==> src/rtl/mem_addr_gen_scroll.sv <==
// rtl/mem_addr_gen_scroll.sv - VGA pixel address generator with frames, mirroring and wrap scroll
// Two-stage registered pipeline: stage 1 resolves image coordinates, stage 2 forms the ROM address.
module mem_addr_gen_scroll #(
  parameter int SCREEN_W    = 640,
  parameter int SCREEN_H    = 480,
  parameter int SCALE_SHIFT = 2,
  parameter int IMG_W       = 160,
  parameter int IMG_H       = 120,
  parameter int NUM_FRAMES  = 4,
  parameter int FRAME_W     = 3,
  parameter int SCROLL_STEP = 1,
  parameter int ADDR_W      = 17
) (
  input  logic               clk,
  input  logic               rst,
  input  logic [9:0]         h_cnt,
  input  logic [9:0]         v_cnt,
  input  logic [FRAME_W-1:0] frame_sel,
  input  logic               mirror_x,
  input  logic               scroll_en,
  input  logic               scroll_dir,
  output logic [ADDR_W-1:0]  pixel_addr,
  output logic               pixel_valid,
  output logic               frame_tick
);

  localparam int OFF_W = (IMG_W > 1) ? $clog2(IMG_W) : 1;

  logic               boundary_q, boundary_d;
  logic               tick_q, tick_d;
  logic [FRAME_W-1:0] frame_q, frame_d;
  logic               mirror_q, mirror_d;
  logic [OFF_W-1:0]   off_q, off_d;

  logic               img_q, img_d;
  logic [OFF_W-1:0]   sx1_q, sx1_d;
  logic [9:0]         ly1_q, ly1_d;
  logic [FRAME_W-1:0] frame1_q, frame1_d;

  logic [ADDR_W-1:0]  addr_q, addr_d;
  logic               valid_q, valid_d;

  logic        boundary, evt, in_vis, in_img;
  logic [31:0] off_n, lx, ly, mx, sx, addr;

  always_comb begin
    // Counters may sit on the boundary for several cycles; only the first cycle counts.
    boundary   = (h_cnt == 10'd0) && (32'(v_cnt) == SCREEN_H);
    evt        = boundary && !boundary_q;
    boundary_d = boundary;
    tick_d     = evt;
    frame_d    = frame_q;
    mirror_d   = mirror_q;
    off_d      = off_q;

    if (!scroll_dir) begin
      off_n = 32'(off_q) + SCROLL_STEP;
      if (off_n >= IMG_W) off_n = off_n - IMG_W;
    end else if (32'(off_q) < SCROLL_STEP) begin
      off_n = 32'(off_q) + IMG_W - SCROLL_STEP;
    end else begin
      off_n = 32'(off_q) - SCROLL_STEP;
    end

    if (evt) begin
      frame_d  = (32'(frame_sel) >= NUM_FRAMES) ? FRAME_W'(NUM_FRAMES - 1) : frame_sel;
      mirror_d = mirror_x;
      if (scroll_en) off_d = OFF_W'(off_n);
    end

    lx     = 32'(h_cnt) >> SCALE_SHIFT;
    ly     = 32'(v_cnt) >> SCALE_SHIFT;
    in_vis = (32'(h_cnt) < SCREEN_W) && (32'(v_cnt) < SCREEN_H);
    in_img = in_vis && (lx < IMG_W) && (ly < IMG_H);
    mx     = mirror_q ? (IMG_W - 1 - lx) : lx;
    sx     = mx + 32'(off_q);
    if (sx >= IMG_W) sx = sx - IMG_W;

    img_d    = in_img;
    sx1_d    = in_img ? OFF_W'(sx) : '0;
    ly1_d    = in_img ? 10'(ly) : '0;
    frame1_d = frame_q;

    // Frame travels with the pixel so a frame event never retargets an in-flight address.
    addr    = 32'(frame1_q) * (IMG_W * IMG_H) + 32'(ly1_q) * IMG_W + 32'(sx1_q);
    addr_d  = img_q ? ADDR_W'(addr) : '0;
    valid_d = img_q;
  end

  always_ff @(posedge clk) begin
    if (!rst) begin
      boundary_q <= 1'b0;
      tick_q     <= 1'b0;
      frame_q    <= '0;
      mirror_q   <= 1'b0;
      off_q      <= '0;
      img_q      <= 1'b0;
      sx1_q      <= '0;
      ly1_q      <= '0;
      frame1_q   <= '0;
      addr_q     <= '0;
      valid_q    <= 1'b0;
    end else begin
      boundary_q <= boundary_d;
      tick_q     <= tick_d;
      frame_q    <= frame_d;
      mirror_q   <= mirror_d;
      off_q      <= off_d;
      img_q      <= img_d;
      sx1_q      <= sx1_d;
      ly1_q      <= ly1_d;
      frame1_q   <= frame1_d;
      addr_q     <= addr_d;
      valid_q    <= valid_d;
    end
  end

  assign pixel_addr  = addr_q;
  assign pixel_valid = valid_q;
  assign frame_tick  = tick_q;

endmodule

==> config.mk <==
export PLATFORM = sky130hd
export DESIGN_NAME = mem_addr_gen_scroll
export DESIGN_NICKNAME = d
export VERILOG_FILES = /design/src/rtl/mem_addr_gen_scroll.sv
export SDC_FILE = /design/constraint.sdc
export NUM_CORES = 1
export LEC_CHECK = 0
export ABC_CLOCK_PERIOD_IN_PS = 3800
export CAP_MARGIN = 40
export CORE_UTILIZATION = 35
export CTS_BUF_LIST = sky130_fd_sc_hd__clkbuf_8
export CTS_CLUSTER_DIAMETER = 120
export CTS_CLUSTER_SIZE = 12
export DETAILED_ROUTE_END_ITERATION = 12
export PLACE_DENSITY_LB_ADDON = 0.1
export REMOVE_ABC_BUFFERS = 1
export SLEW_MARGIN = 10
export SYNTH_ARGS = -nofsm -noshare
export SYNTH_HDL_FRONTEND = slang
export SYNTH_SLANG_ARGS = --single-unit
export TNS_END_PERCENT = 50
==> constraint.sdc <==
create_clock -name clk -period 3.8 [get_ports clk]
set_input_delay 0.76 -clock clk [delete_from_list [all_inputs] [get_ports clk]]
set_output_delay 0.76 -clock clk [all_outputs]
set_load 0.01 [all_outputs]
==> reports/qor.csv, run 1 <==
stage;metric;value;unit
status;status;finished clean;
cells_and_area;area of the multi-input gates;0.00244;mm^2
timing;Final Max Slew Viols;0;
critical_path;Reg2Reg Setup Slack;0.37;ns
critical_path;CP Capture Type;register;
cells_and_area;nets;565;
synthesis;Syn Area/Cell;8.76;um^2
critical_path;Crit Path Class;in -> reg;
routing;DR vias;2986;
synthesis;Yosys cell types;60;
critical_path;r2r endpoint;sx1_q[7]$_SDFF_PN0_;
flow_run;Max Cap Viol;0;
timing;# setup viols final;0;
worst_hold_path;Hold Crit Start;sx1_q[3]$_SDFF_PN0_;
cells_and_area;commonest cells after routing, fill and taps aside;dfxtp_1 (52), ha_1 (51), clkdlybuf4s50_1 (42);
grt;largest net degree at the start of global routing;16;
clocking;CTS Buffer Depth;2;
critical_path;crit-path cells;dlygate4sd2_1, xor2_1, ha_2, inv_1, fa_1, nand3b_1, a21oi_2, o21ai_2, or3_1, ha_1, nor4bb_2, nand4_1, a31o_2, inv_2, a311oi_1, nor3b_1;
critical_path;CP max stage cell;or3_1;
clocking;Inserted Clock Buffers;5;
critical_path;R2R depth;15;
critical_path;crit path buf inv count;3;
cells_and_area;Final Core Density;0.459;
critical_path;CP peak stage delay;0.37;ns
placement;Post-Place Cell Area;0.00437;mm^2
die;Initial Util;0.366;
timing;final worst slack;0.158;ns
die;I/O Pins;47;
die;Die X;104;um
worst_hold_path;WHS Path Cells;1;
synthesis;most common flop cell mapped by yosys;dfxtp_1;
die;Die ar.;0.0108;mm^2
timing;Final Hold Vio Count;0;
timing;Worst Max-Slew Pin Slew;0.611;ns
cells_and_area;Seq. cell area;0.00104;mm^2
placement;GPL Wtd Cong;0.807;
pwr;PwrDens;242;mW/mm^2
grt;initial antenna violation count;0;
timing;final worst-path cycle share;0.958;
die;row count;36;
critical_path;critical path's top delay family;simple AND/OR/NAND/NOR gates;
grt;gr ovfl total;0;
critical_path;Req. time, crit path;4.01;ns
synthesis;area leader, netlist;dfxtp_1;
timing;Setup TNS Final;0;ns
routing;drt total wl;7820;um
timing;Setup Skew;0.0135;ns
placement;pre-CTS worst setup slack;-0.448;ns
timing;Max Clk Rate;0.275;GHz
cells_and_area;fill count;975;
die;Core ar.;0.00991;mm^2
clocking;Root Driver;clkbuf_8;
grt;vias in the first global route;2881;
critical_path;Worst setup SP type;input port;
timing;time the worst path needs with I/O delays and setup;3.64;ns
synthesis;flip-flop and latch count after synthesis;52;
critical_path;critical path fanouts, max;4;
placement;input/output buffers;46;
routing;Post-DRT Antenna Nets;0;
pwr;total leakage power;2.03;nW
synthesis;YS warnings;0;
cells_and_area;antenna fix cells;0;
routing;DR DRC count;0;
clocking;CTS H-tree depth;2;
critical_path;worst r2r src;mirror_q$_SDFFE_PN0P_;
cells_and_area;final std cell area, no fill;0.00455;mm^2
pwr;total power;1.10;mW
routing;WL per Instance;12.7;um
cells_and_area;share of cells above drive strength 1;0.116;
clocking;clk sinks;52;
synthesis;Mapped Area;0.00362;mm^2
routing;Initial DRT Pass Iterations;4;
grt;first-pass GRT wire length;13200;um
timing;slew margin rel.;0.589;
synthesis;Yosys top cell area share;0.287;
pwr;VDD IR max;0.128;mV
clocking;CTS tree;yes;
routing;number of vias per cell;4.86;
synthesis;EDFF count, synth;0;
placement;Post-DP HPWL;6380;um
worst_hold_path;Hold Path Class;reg -> reg;
critical_path;Critical Path AT;3.86;ns
cells_and_area;most common cell after layout, fill and taps aside;dfxtp_1;
worst_hold_path;Worst Hold End;pixel_addr[3]$_SDFF_PN0_;
synthesis;cells after synthesis;414;
synthesis;synth top area cells;dfxtp_1 (29%), ha_1 (18%), xnor2_1 (4.6%);
clocking;clock-pin slew on the worst setup and hold paths;0.09;ns
routing;Starting DRT DRC Count;60;
synthesis;Async SR Flop Fraction;0;
synthesis;register area share after synthesis;0.287;
grt;GRT Total Usage;0.150;
cells_and_area;Layout area overhead;25.5;%
clocking;worst skew pair latency;0.31;ns
die;Die Ht;104;um
==> worst max path at each step <==
stage	startpoint	endpoint	slack [ns]	cells past startpoint
after detailed placement	h_cnt[2]	sx1_q[7]$_SDFF_PN0_	-0.45	16
after global placement	h_cnt[2]	sx1_q[7]$_SDFF_PN0_	-0.34	16
final	h_cnt[2]	sx1_q[7]$_SDFF_PN0_	0.16	16
after global routing	h_cnt[2]	sx1_q[7]$_SDFF_PN0_	-0.005	16
after CTS	h_cnt[3]	sx1_q[7]$_SDFF_PN0_	0.09	15
after floorplan	h_cnt[2]	sx1_q[7]$_SDFF_PN0_	0.26	15
==> through the flow <==
stage,instances,hold WS [ns]
after floorplan,401,0.422
after global placement,605,0.438
after detailed placement,605,0.448
after CTS,614,0.469
after global routing,615,0.493
final,615,0.469
==> cell type report <==
| cell class | instances | area share |
|---|---|---|
| multi-input combinational | 320 | 0.536 |
| sequential | 52 | 0.229 |
| timing repair buffer | 73 | 0.147 |
| tap | 133 | 0.0366 |
| inverter | 29 | 0.0239 |
| clock buffer | 7 | 0.0212 |
| clock inverter | 1 | 0.00660 |
==> cells in the mapped netlist (all sizes together) (3+ instances only) <==
cell type / n
nand4: 3
o21bai: 5
and3: 9
nor3b: 4
xor2: 17
dfxtp: 52
o211ai: 6
and2: 15
a211oi: 4
nand3: 6
nor4: 7
nand2: 17
a21oi: 25
ha: 52
xnor2: 19
o21a: 4
or3: 5
clkbuf: 7
nor3: 15
and4: 3
o21ai: 16
inv: 29
nor2: 35
nor2b: 9
fa: 4
buf: 6
a21o: 8
==> sequential cells by signal, indices dropped and copies added, names as in the netlist <==
| register | flops |
|---|---|
| ly1_q | 8 |
| pixel_addr | 17 |
| frame1_d | 3 |
| sx1_q | 8 |
| off_q | 8 |
| mirror_q | 1 |
| img_q | 1 |
| pixel_valid | 1 |
| frame1_q | 3 |
| boundary_q | 1 |
| frame_tick | 1 |
==> worst register-to-register path, delay by kind of cell, from the launching register on <==
| family | cells | cell delay [ns] |
|---|---|---|
| flip-flops | 1 | 0.45 |
| AO/OA/AOI/OAI | 4 | 0.63 |
| XOR/XNOR | 1 | 0.19 |
| buffers and inverters | 2 | 0.13 |
| adder cells (fa/ha/maj) | 3 | 0.84 |
| AND/OR/NAND/NOR | 5 | 1.09 |
==> repair_timing <==
item | 4_1_cts | 5_1_grt
gates resized for setup | 8 | 8
setup buffers | 1 | 1
cloned | 0 | 0
pin swaps | 5 | 8
endpoints found under the setup margin | 3 | 3
hold buffers | 0 | 0
==> logic make-up after synthesis <==
group	Yosys count	share of synthesized area
xor+xnor	36	0.0870
flops	52	0.287
other cells	1	0.00103
simple gates	137	0.208
compound gates	87	0.157
mux	3	0.00863
fa+ha+maj	56	0.202
buf+inv	42	0.0494
==> metal layers <==
metal,global-route usage,vias up,share of wire,wire length (um)
li1,-,1592,-,-
met1,0.179,1347,0.46,3580
met2,0.280,40,0.51,3990
met3,0.0189,7,0.021,164
met4,0.0429,0,0.011,89
met5,0,-,0,0
==> report_power, final <==
group          total, mW  switching [mW]  internal, mW  leakage, nW
combinational      0.126          0.0588        0.0669         1.54
clock              0.416           0.184         0.233       0.0645
sequential         0.558         0.00444         0.553        0.421
total               1.10           0.247         0.853         2.03
(Power assumes the default switching activity.)
==> run 2: changes to the inputs <==
Settings changed: ABC_CLOCK_PERIOD_IN_PS 3800 to 3200.
Clock period 3.8 ns to 3.2 ns, I/O delays scaled along.
==> run 2 against run 1 <==
Against the previous run:
- the flow now finishes with violations (negative setup slack)
- sequential share of layout area shrank 0.82 points
- clock skew is 0.0022 ns lower
- via count is 4.4% higher
- cell count rose by 3.7%
- core utilization up 1.9 points
==> reports/qor.csv, run 2 (synthesis gave the netlist of run 1 again) <==
stage;metric;value;unit
status;status;finished, violations left;
status;violated checks;negative setup slack;
critical_path;crit-path cells;buf_8, xor2_2, ha_2, inv_2, fa_2, nand3b_1, a21oi_2, o21ai_2, or3_1, ha_1, nor4bb_4, nand4_1, a31o_2, nor2b_2, nor2b_1, nor3_1;
cells_and_area;Final Non-Filler Cells;638;
placement;input/output buffers;46;
timing;RSZ-0062 raised after global routing;true;
critical_path;crit path buf inv count;2;
routing;drt total wl;7980;um
pwr;total leakage power;2.14;nW
cells_and_area;commonest cells after routing, fill and taps aside;dfxtp_1 (51), ha_1 (50), buf_4 (50);
grt;gr ovfl total;0;
grt;largest net degree at the start of global routing;15;
timing;time the worst path needs with I/O delays and setup;3.31;ns
cells_and_area;max reg flops;17;
cells_and_area;antenna fix cells;0;
timing;slew margin rel.;0.669;
critical_path;Crit Path Class;in -> reg;
critical_path;CP Capture Type;register;
critical_path;critical path fanouts, max;4;
timing;# setup viols final;3;
worst_hold_path;Hold Path Class;reg -> reg;
pwr;total power;1.20;mW
cells_and_area;fill count;976;
die;row count;36;
routing;Starting DRT DRC Count;66;
clocking;clk sinks;52;
routing;WL per Instance;12.5;um
timing;Final Max Slew Viols;0;
routing;number of vias per cell;4.88;
clocking;Root Driver;clkbuf_8;
critical_path;Critical Path AT;3.52;ns
die;I/O Pins;47;
timing;final worst slack;-0.106;ns
critical_path;CP max stage cell;fa_2;
routing;DR vias;3116;
timing;Setup TNS Final;-0.269;ns
grt;global routing met1 resource utilization;0.172;
placement;Post-DP HPWL;6560;um
die;Initial Util;0.366;
clocking;Inserted Clock Buffers;5;
die;Core ar.;0.00991;mm^2
cells_and_area;share of cells above drive strength 1;0.184;
die;Die X;104;um
critical_path;Worst setup SP type;input port;
timing;Final Hold Vio Count;0;
critical_path;critical path launch point;h_cnt[2];
grt;GRT Total Usage;0.152;
grt;M3 GR Usage;0.0189;
critical_path;critical path's top delay family;simple AND/OR/NAND/NOR gates;
grt;GRT busiest layer;met2;
die;Die ar.;0.0108;mm^2
critical_path;worst r2r src;mirror_q$_SDFFE_PN0P_;
pwr;PwrDens;253;mW/mm^2
clocking;CTS tree;yes;
clocking;CTS Buffer Depth;2;
placement;GPL Wtd Cong;0.803;
clocking;CTS H-tree depth;2;
critical_path;R2R depth;15;
pwr;VDD IR max;0.165;mV
critical_path;Reg2Reg Setup Slack;-0.07;ns
flow_run;Max Cap Viol;0;
clocking;clock-pin slew on the worst setup and hold paths;0.09;ns
routing;Initial DRT Pass Iterations;4;
worst_hold_path;Hold Crit Start;frame1_d[2]$_SDFFE_PN0P_;
placement;Post-Place Cells;623;
timing;Max Clk Rate;0.302;GHz
critical_path;critical path depth;16;
routing;Post-DRT Antenna Nets;0;
routing;DR DRC count;0;
grt;vias in the first global route;3047;
grt;grt met2 use;0.290;
grt;first-pass GRT wire length;13300;um
timing;Min Hold Slack;0.455;ns
die;Die Ht;104;um
timing;Worst Max-Slew Pin Slew;0.496;ns
timing;Setup Skew;0.0112;ns
grt;initial antenna violation count;0;
critical_path;Req. time, crit path;3.41;ns
cells_and_area;Layout area overhead;30.7;%
worst_hold_path;WHS Path Cells;1;
critical_path;CP peak stage delay;0.32;ns
timing;final worst-path cycle share;1.03;
cells_and_area;nets;588;
cells_and_area;most common cell after layout, fill and taps aside;dfxtp_1;
clocking;worst skew pair latency;0.30;ns
cells_and_area;Final Core Density;0.478;
==> run 2: timing repair <==
item,4_1_cts,5_1_grt
setup buffers,4,3
pin swaps,15,21
gates resized for setup,23,23
hold buffers,0,0
endpoints found under the setup margin,3,4
==> run 2: worst paths after layout <==
| kind | to |
|---|---|
| max | sx1_q[6]$_SDFF_PN0_ |
| min | frame1_q[2]$_SDFF_PN0_ |
| max reg2reg | sx1_q[6]$_SDFF_PN0_ |
| min reg2reg | frame1_q[2]$_SDFF_PN0_ |
==> run 2: routing by layer <==
layer  up-vias  wire length (um)
met5         -                 0
met4         0               186
met3        13               137
met2        40              4070
met1      1427              3590
li1       1636                 -
==> run 2: stage by stage <==
stage / setup slack (ns) / instance area, um^2
finish: -0.106 / 4740
global route: -0.271 / 4740
CTS: -0.193 / 4640
detailed placement: -1.05 / 4500
global placement: -0.872 / 4500
floorplan: -0.224 / 3550
==> run 2: worst register-to-register path: stages (launching register included) <==
cell and delay (ns):
dfxtp_4 0.40, xor2_2 0.14, ha_2 0.20, inv_2 0.04
fa_2 0.32, nand3b_1 0.19, a21oi_2 0.20, o21ai_2 0.09
or3_1 0.32, ha_1 0.29, nor4bb_4 0.26, nand4_1 0.12
a31o_2 0.25, nor2b_2 0.12, nor2b_1 0.06, nor3_1 0.17
==> run 2: cell type report <==
class                   count  area, um^2  area share
repair buffers             96         826       0.174
inverters                  29         109      0.0230
flip-flops and latches     52        1040       0.221
multi-input cells         320        2500       0.528
well taps                 133         166      0.0351
clock inverters             2        7.51     0.00159
clock buffers               6        82.6      0.0174
==> run 2: power by group <==
| part | total (mW) | switching (mW) | internal (mW) |
|---|---|---|---|
| logic | 0.163 | 0.0747 | 0.0882 |
| clock network | 0.373 | 0.202 | 0.170 |
| registers | 0.661 | 0.00522 | 0.656 |
==> run 3: changes to the inputs <==
Settings changed: CELL_PAD_IN_SITES_DETAIL_PLACEMENT set to 1, CELL_PAD_IN_SITES_GLOBAL_PLACEMENT set to 2, CORE_UTILIZATION 35 to 32.
==> run 3 against run 2 <==
Against the previous run:
- the run still ends with negative setup slack left
- non-clock buffer count rose by 8
- wire length increased by 23%
- cell count is 2.2% higher
- sequential power about the same
- via count grew 3.8%
- critical path type unchanged
- critical endpoint unchanged
- largest cell class unchanged
==> reports/qor.csv, run 3 (synthesis gave the netlist of run 1 again) <==
stage;metric;value;unit
clocking;CTS H-tree depth;2;
flow_run;Max Cap Viol;0;
timing;Worst Max-Slew Pin Slew;0.531;ns
critical_path;r2r endpoint;sx1_q[6]$_SDFF_PN0_;
placement;GPL Wtd Cong;0.818;
die;Die Ht;108;um
worst_hold_path;WHS Path Cells;1;
critical_path;worst r2r src;mirror_q$_SDFFE_PN0P_;
worst_hold_path;Hold Path Class;reg -> reg;
timing;Final Max Slew Viols;0;
cells_and_area;share of cells above drive strength 1;0.225;
routing;drt total wl;9780;um
clocking;clk sinks;52;
critical_path;critical path launch point;h_cnt[2];
placement;Post-Place Cells;629;
grt;first-pass GRT wire length;16000;um
timing;time the worst path needs with I/O delays and setup;3.29;ns
cells_and_area;nets;596;
pwr;VDD IR max;0.186;mV
cells_and_area;antenna fix cells;0;
clocking;worst skew pair latency;0.32;ns
timing;RSZ-0062 raised after global routing;true;
grt;gr ovfl total;0;
die;Die X;108;um
die;Core ar.;0.0109;mm^2
routing;DR vias;3233;
grt;initial antenna violation count;0;
clocking;CTS Buffer Depth;2;
clocking;Inserted Clock Buffers;5;
timing;Max Clk Rate;0.304;GHz
critical_path;Worst setup SP type;input port;
timing;Setup Skew;0.0125;ns
critical_path;CP Capture Type;register;
routing;Initial DRT Pass Iterations;5;
cells_and_area;max reg flops;17;
routing;WL per Instance;15.0;um
timing;Final Hold Vio Count;0;
clocking;Root Driver;clkbuf_8;
die;Die ar.;0.0118;mm^2
grt;GRT Total Usage;0.177;
timing;# setup viols final;3;
clocking;clock-pin slew on the worst setup and hold paths;0.09;ns
critical_path;CP peak stage delay;0.38;ns
critical_path;Critical Path AT;3.51;ns
placement;input/output buffers;46;
timing;final worst slack;-0.0875;ns
clocking;Post-CTS Hold Buffers;0;
die;row count;38;
cells_and_area;Final Non-Filler Cells;652;
cells_and_area;final std cell area, no fill;0.00491;mm^2
cells_and_area;commonest cells after routing, fill and taps aside;buf_4 (58), dfxtp_1 (48), ha_1 (46);
status;status;finished, violations left;
cells_and_area;Layout area overhead;35.6;%
critical_path;Reg2Reg Setup Slack;-0.05;ns
grt;largest net degree at the start of global routing;16;
die;Initial Util;0.331;
critical_path;Worst Setup EP;sx1_q[6]$_SDFF_PN0_;
placement;Post-DP HPWL;7530;um
routing;number of vias per cell;4.96;
clocking;CTS tree;yes;
routing;Starting DRT DRC Count;73;
routing;Post-DRT Antenna Nets;0;
critical_path;R2R depth;15;
timing;slew margin rel.;0.642;
timing;final worst-path cycle share;1.03;
status;violated checks;negative setup slack;
pwr;PwrDens;278;mW/mm^2
critical_path;Crit Path Class;in -> reg;
routing;DR DRC count;0;
placement;Post-Place Cell Area;0.00451;mm^2
placement;pre-CTS worst setup slack;-1.10;ns
critical_path;critical path fanouts, max;4;
critical_path;CP max stage cell;or3_4;
critical_path;crit-path cells;buf_6, xor2_1, ha_2, inv_2, fa_2, nand3b_1, a21oi_2, o21ai_2, or3_4, ha_4, nor4bb_4, nand4_1, a31o_2, nor2b_2, nor2b_1, nor3_1;
cells_and_area;most common cell after layout, fill and taps aside;buf_4;
die;I/O Pins;47;
pwr;total leakage power;2.20;nW
critical_path;Req. time, crit path;3.42;ns
grt;vias in the first global route;3394;
-- run 3: cell type report --
| class | instances | area (um^2) |
|---|---|---|
| Multi-Input combinational cell | 320 | 2570 |
| Clock buffer | 5 | 68.8 |
| Fill cell | 1295 | 6020 |
| Sequential cell | 52 | 1050 |
| Clock inverter | 2 | 60.1 |
| Inverter | 29 | 109 |
| Timing Repair Buffer | 104 | 882 |
| Tap cell | 140 | 175 |
-- run 3: power by group --
group	leakage, nW	internal, mW	switching (mW)
registers	0.423	0.657	0.00529
clock network	0.0642	0.308	0.231
logic	1.71	0.0872	0.0773
total	2.20	1.05	0.313
-- run 3: metal layers --
layer	vias to the layer above	track usage	wire, um
met2	42	0.329	5020
met3	14	0.0350	245
met1	1523	0.198	4320
li1	1654	-	-
met5	-	0	0
met4	0	0.0647	197
-- run 3: critical path: cells and delay by family --
kind,cells,cell delay (ns)
and+or+nand+nor,7,1.25
buffers and inverters,2,0.13
AOI/OAI and AO/OA,3,0.55
xor gates and xnor gates,1,0.13
adders and majority gates,3,0.80
-- run 3: what timing repair did --
action                                  4_1_cts  5_1_grt
cloned                                        0        0
pin swaps                                    17       19
endpoints found under the setup margin        3        5
setup buffers                                18        2
endpoints found under the hold margin         0        0
resized for setup                            27       32
-- run 3: metrics by stage --
stage                     utilization  TNS, ns  power [mW]  hold slack, ns
final                           0.449   -0.245        1.37           0.464
after global routing            0.449   -0.604        1.43           0.492
after CTS                       0.440   -0.710        1.39           0.469
after detailed placement        0.412    -3.23       0.837           0.445
after global placement          0.412    -2.72       0.835           0.433
after floorplan                     -   -0.636       0.751           0.422
-- run 3: worst min path at each step --
stage	from	endpoint	slack, ns
2_1_floorplan	frame1_d[2]$_SDFFE_PN0P_	frame1_q[2]$_SDFF_PN0_	0.42
6_report	frame1_d[2]$_SDFFE_PN0P_	frame1_q[2]$_SDFF_PN0_	0.46
3_5_place_dp	frame1_d[1]$_SDFFE_PN0P_	frame1_q[1]$_SDFF_PN0_	0.44
5_1_grt	frame1_d[1]$_SDFFE_PN0P_	frame1_q[1]$_SDFF_PN0_	0.49
3_3_place_gp	frame1_d[2]$_SDFFE_PN0P_	frame1_q[2]$_SDFF_PN0_	0.43
4_1_cts	frame1_d[1]$_SDFFE_PN0P_	frame1_q[1]$_SDFF_PN0_	0.47
==> edit, RTL diff (flow settings as in run 2) <==
`SCREEN_H`: 480 -> 240.
--- a/src/rtl/mem_addr_gen_scroll.sv
+++ b/src/rtl/mem_addr_gen_scroll.sv
@@ -2,7 +2,7 @@
 // Two-stage registered pipeline: stage 1 resolves image coordinates, stage 2 forms the ROM address.
 module mem_addr_gen_scroll #(
   parameter int SCREEN_W    = 640,
-  parameter int SCREEN_H    = 480,
+  parameter int SCREEN_H    = 240,
   parameter int SCALE_SHIFT = 2,
   parameter int IMG_W       = 160,
   parameter int IMG_H       = 120,
Check against the original RTL: not equivalent (Yosys sat finds a counterexample within 4 cycles, from zero or initial values and one cycle with rst low).
==> edit against run 2 <==
  * The flow still finishes with violations (setup timing)
  * Routed wire length increased by 14%
  * Worst hold slack improved by 0.0060 ns
  * Cell area increased by 5.9%
  * Count of clock-buffer cells in the layout decreased by 1
  * Sequential cell count unchanged
  * Synthesized area increased by 5.2%
  * Clock skew decreased by 0.0051 ns
  * Register-to-register slack improved by 0.09 ns
  * Setup slack improved by 0.086 ns
  * Power increased by 1.3%
  * Critical endpoint is now sx1_q[7]
==> edit: results (changes against run 2) <==
- Slowest stage delay, CP: 0.40 ns (+0.08 ns)
- DP Cell Count: 662 (+6.3%)
- Worst reg2reg setup slack: 0.02 ns (+0.09 ns)
- Routed WL per cell: 13.42 µm (+7.2%)
- HPWL after DPL: 7.348 mm (+12%)
- Finished Layout Cells: 676 (+6.0%)
- WL met1: 4.295 mm (+20%)
- Slowest-stage cell, CP: or4_1
- Final setup violation count: 1 (-2)
- Pre-CTS WS: -1.170 ns (-0.1241 ns)
- Violated checks: setup timing
- Maximum fanout along the worst path: 5 (+1)
- Total global-route track usage: 17.08% (+1.8 points)
- Vias per cell: 4.985 (+2.1%)
- Routed length on met3: 295 µm (+120%)
- Lkg Pwr: 2.299 nW (+7.6%)
- Largest cells by area after synthesis: dfxtp_1, ha_1, xnor2_1
- Area after DPL: 4792 µm² (+6.4%)
- DR WL met2: 4.337 mm (+6.5%)
- Post-synth top cells: ha_1, dfxtp_1, inv_1, nor2_1, nand2_1
- M2 GR Usage: 29.92% (+0.96 points)
- # Post-CTS Setup Buffers: 5 (+1)
- Critical path required time: 3.44 ns (+0.03 ns)
- Final net count: 624 (+6.1%)
- Post-synthesis sequential area ratio: 27.30% (-1.4 points)
- Final setup margin: -0.01957 ns (+0.08647 ns)
- Status: finished with violations
- PostCTS Resize Cnt: 32 (+39%)
- Initial DRC count: 96 (+45%)
- Hold slack: 0.4613 ns (+0.006028 ns)
- Layout cells sized above 1: 20.19% (+1.8 points)
[edit: area by class of cell]
class | count | share of cell area, %
Clock inverter | 3 | 0.4988
Sequential cell | 52 | 20.82
Timing Repair Buffer | 105 | 17.81
Clock buffer | 5 | 1.372
Inverter | 35 | 2.618
Tap cell | 136 | 3.392
Multi-Input combinational cell | 340 | 53.49
[edit: kinds of logic after synthesis]
| logic type | synth area share [%] |
|---|---|
| and+or+nand+nor | 22.44 |
| AOI/OAI and AO/OA | 17.23 |
| adders and majority gates | 19.49 |
| DFF | 27.30 |
| buffers and inverters | 4.856 |
| xor gates and xnor gates | 6.430 |
| muxes | 2.165 |
| other | 0.09833 |
[edit: worst max path at each step]
stage	end	slack, ns	from
global placement	sx1_q[7]	-1.02	h_cnt[2]
finish	sx1_q[7]	-0.02	h_cnt[2]
CTS	sx1_q[7]	0.006	h_cnt[2]
detailed placement	sx1_q[7]	-1.17	h_cnt[2]
floorplan	sx1_q[7]	-0.49	h_cnt[2]
global route	sx1_q[7]	-0.17	h_cnt[2]
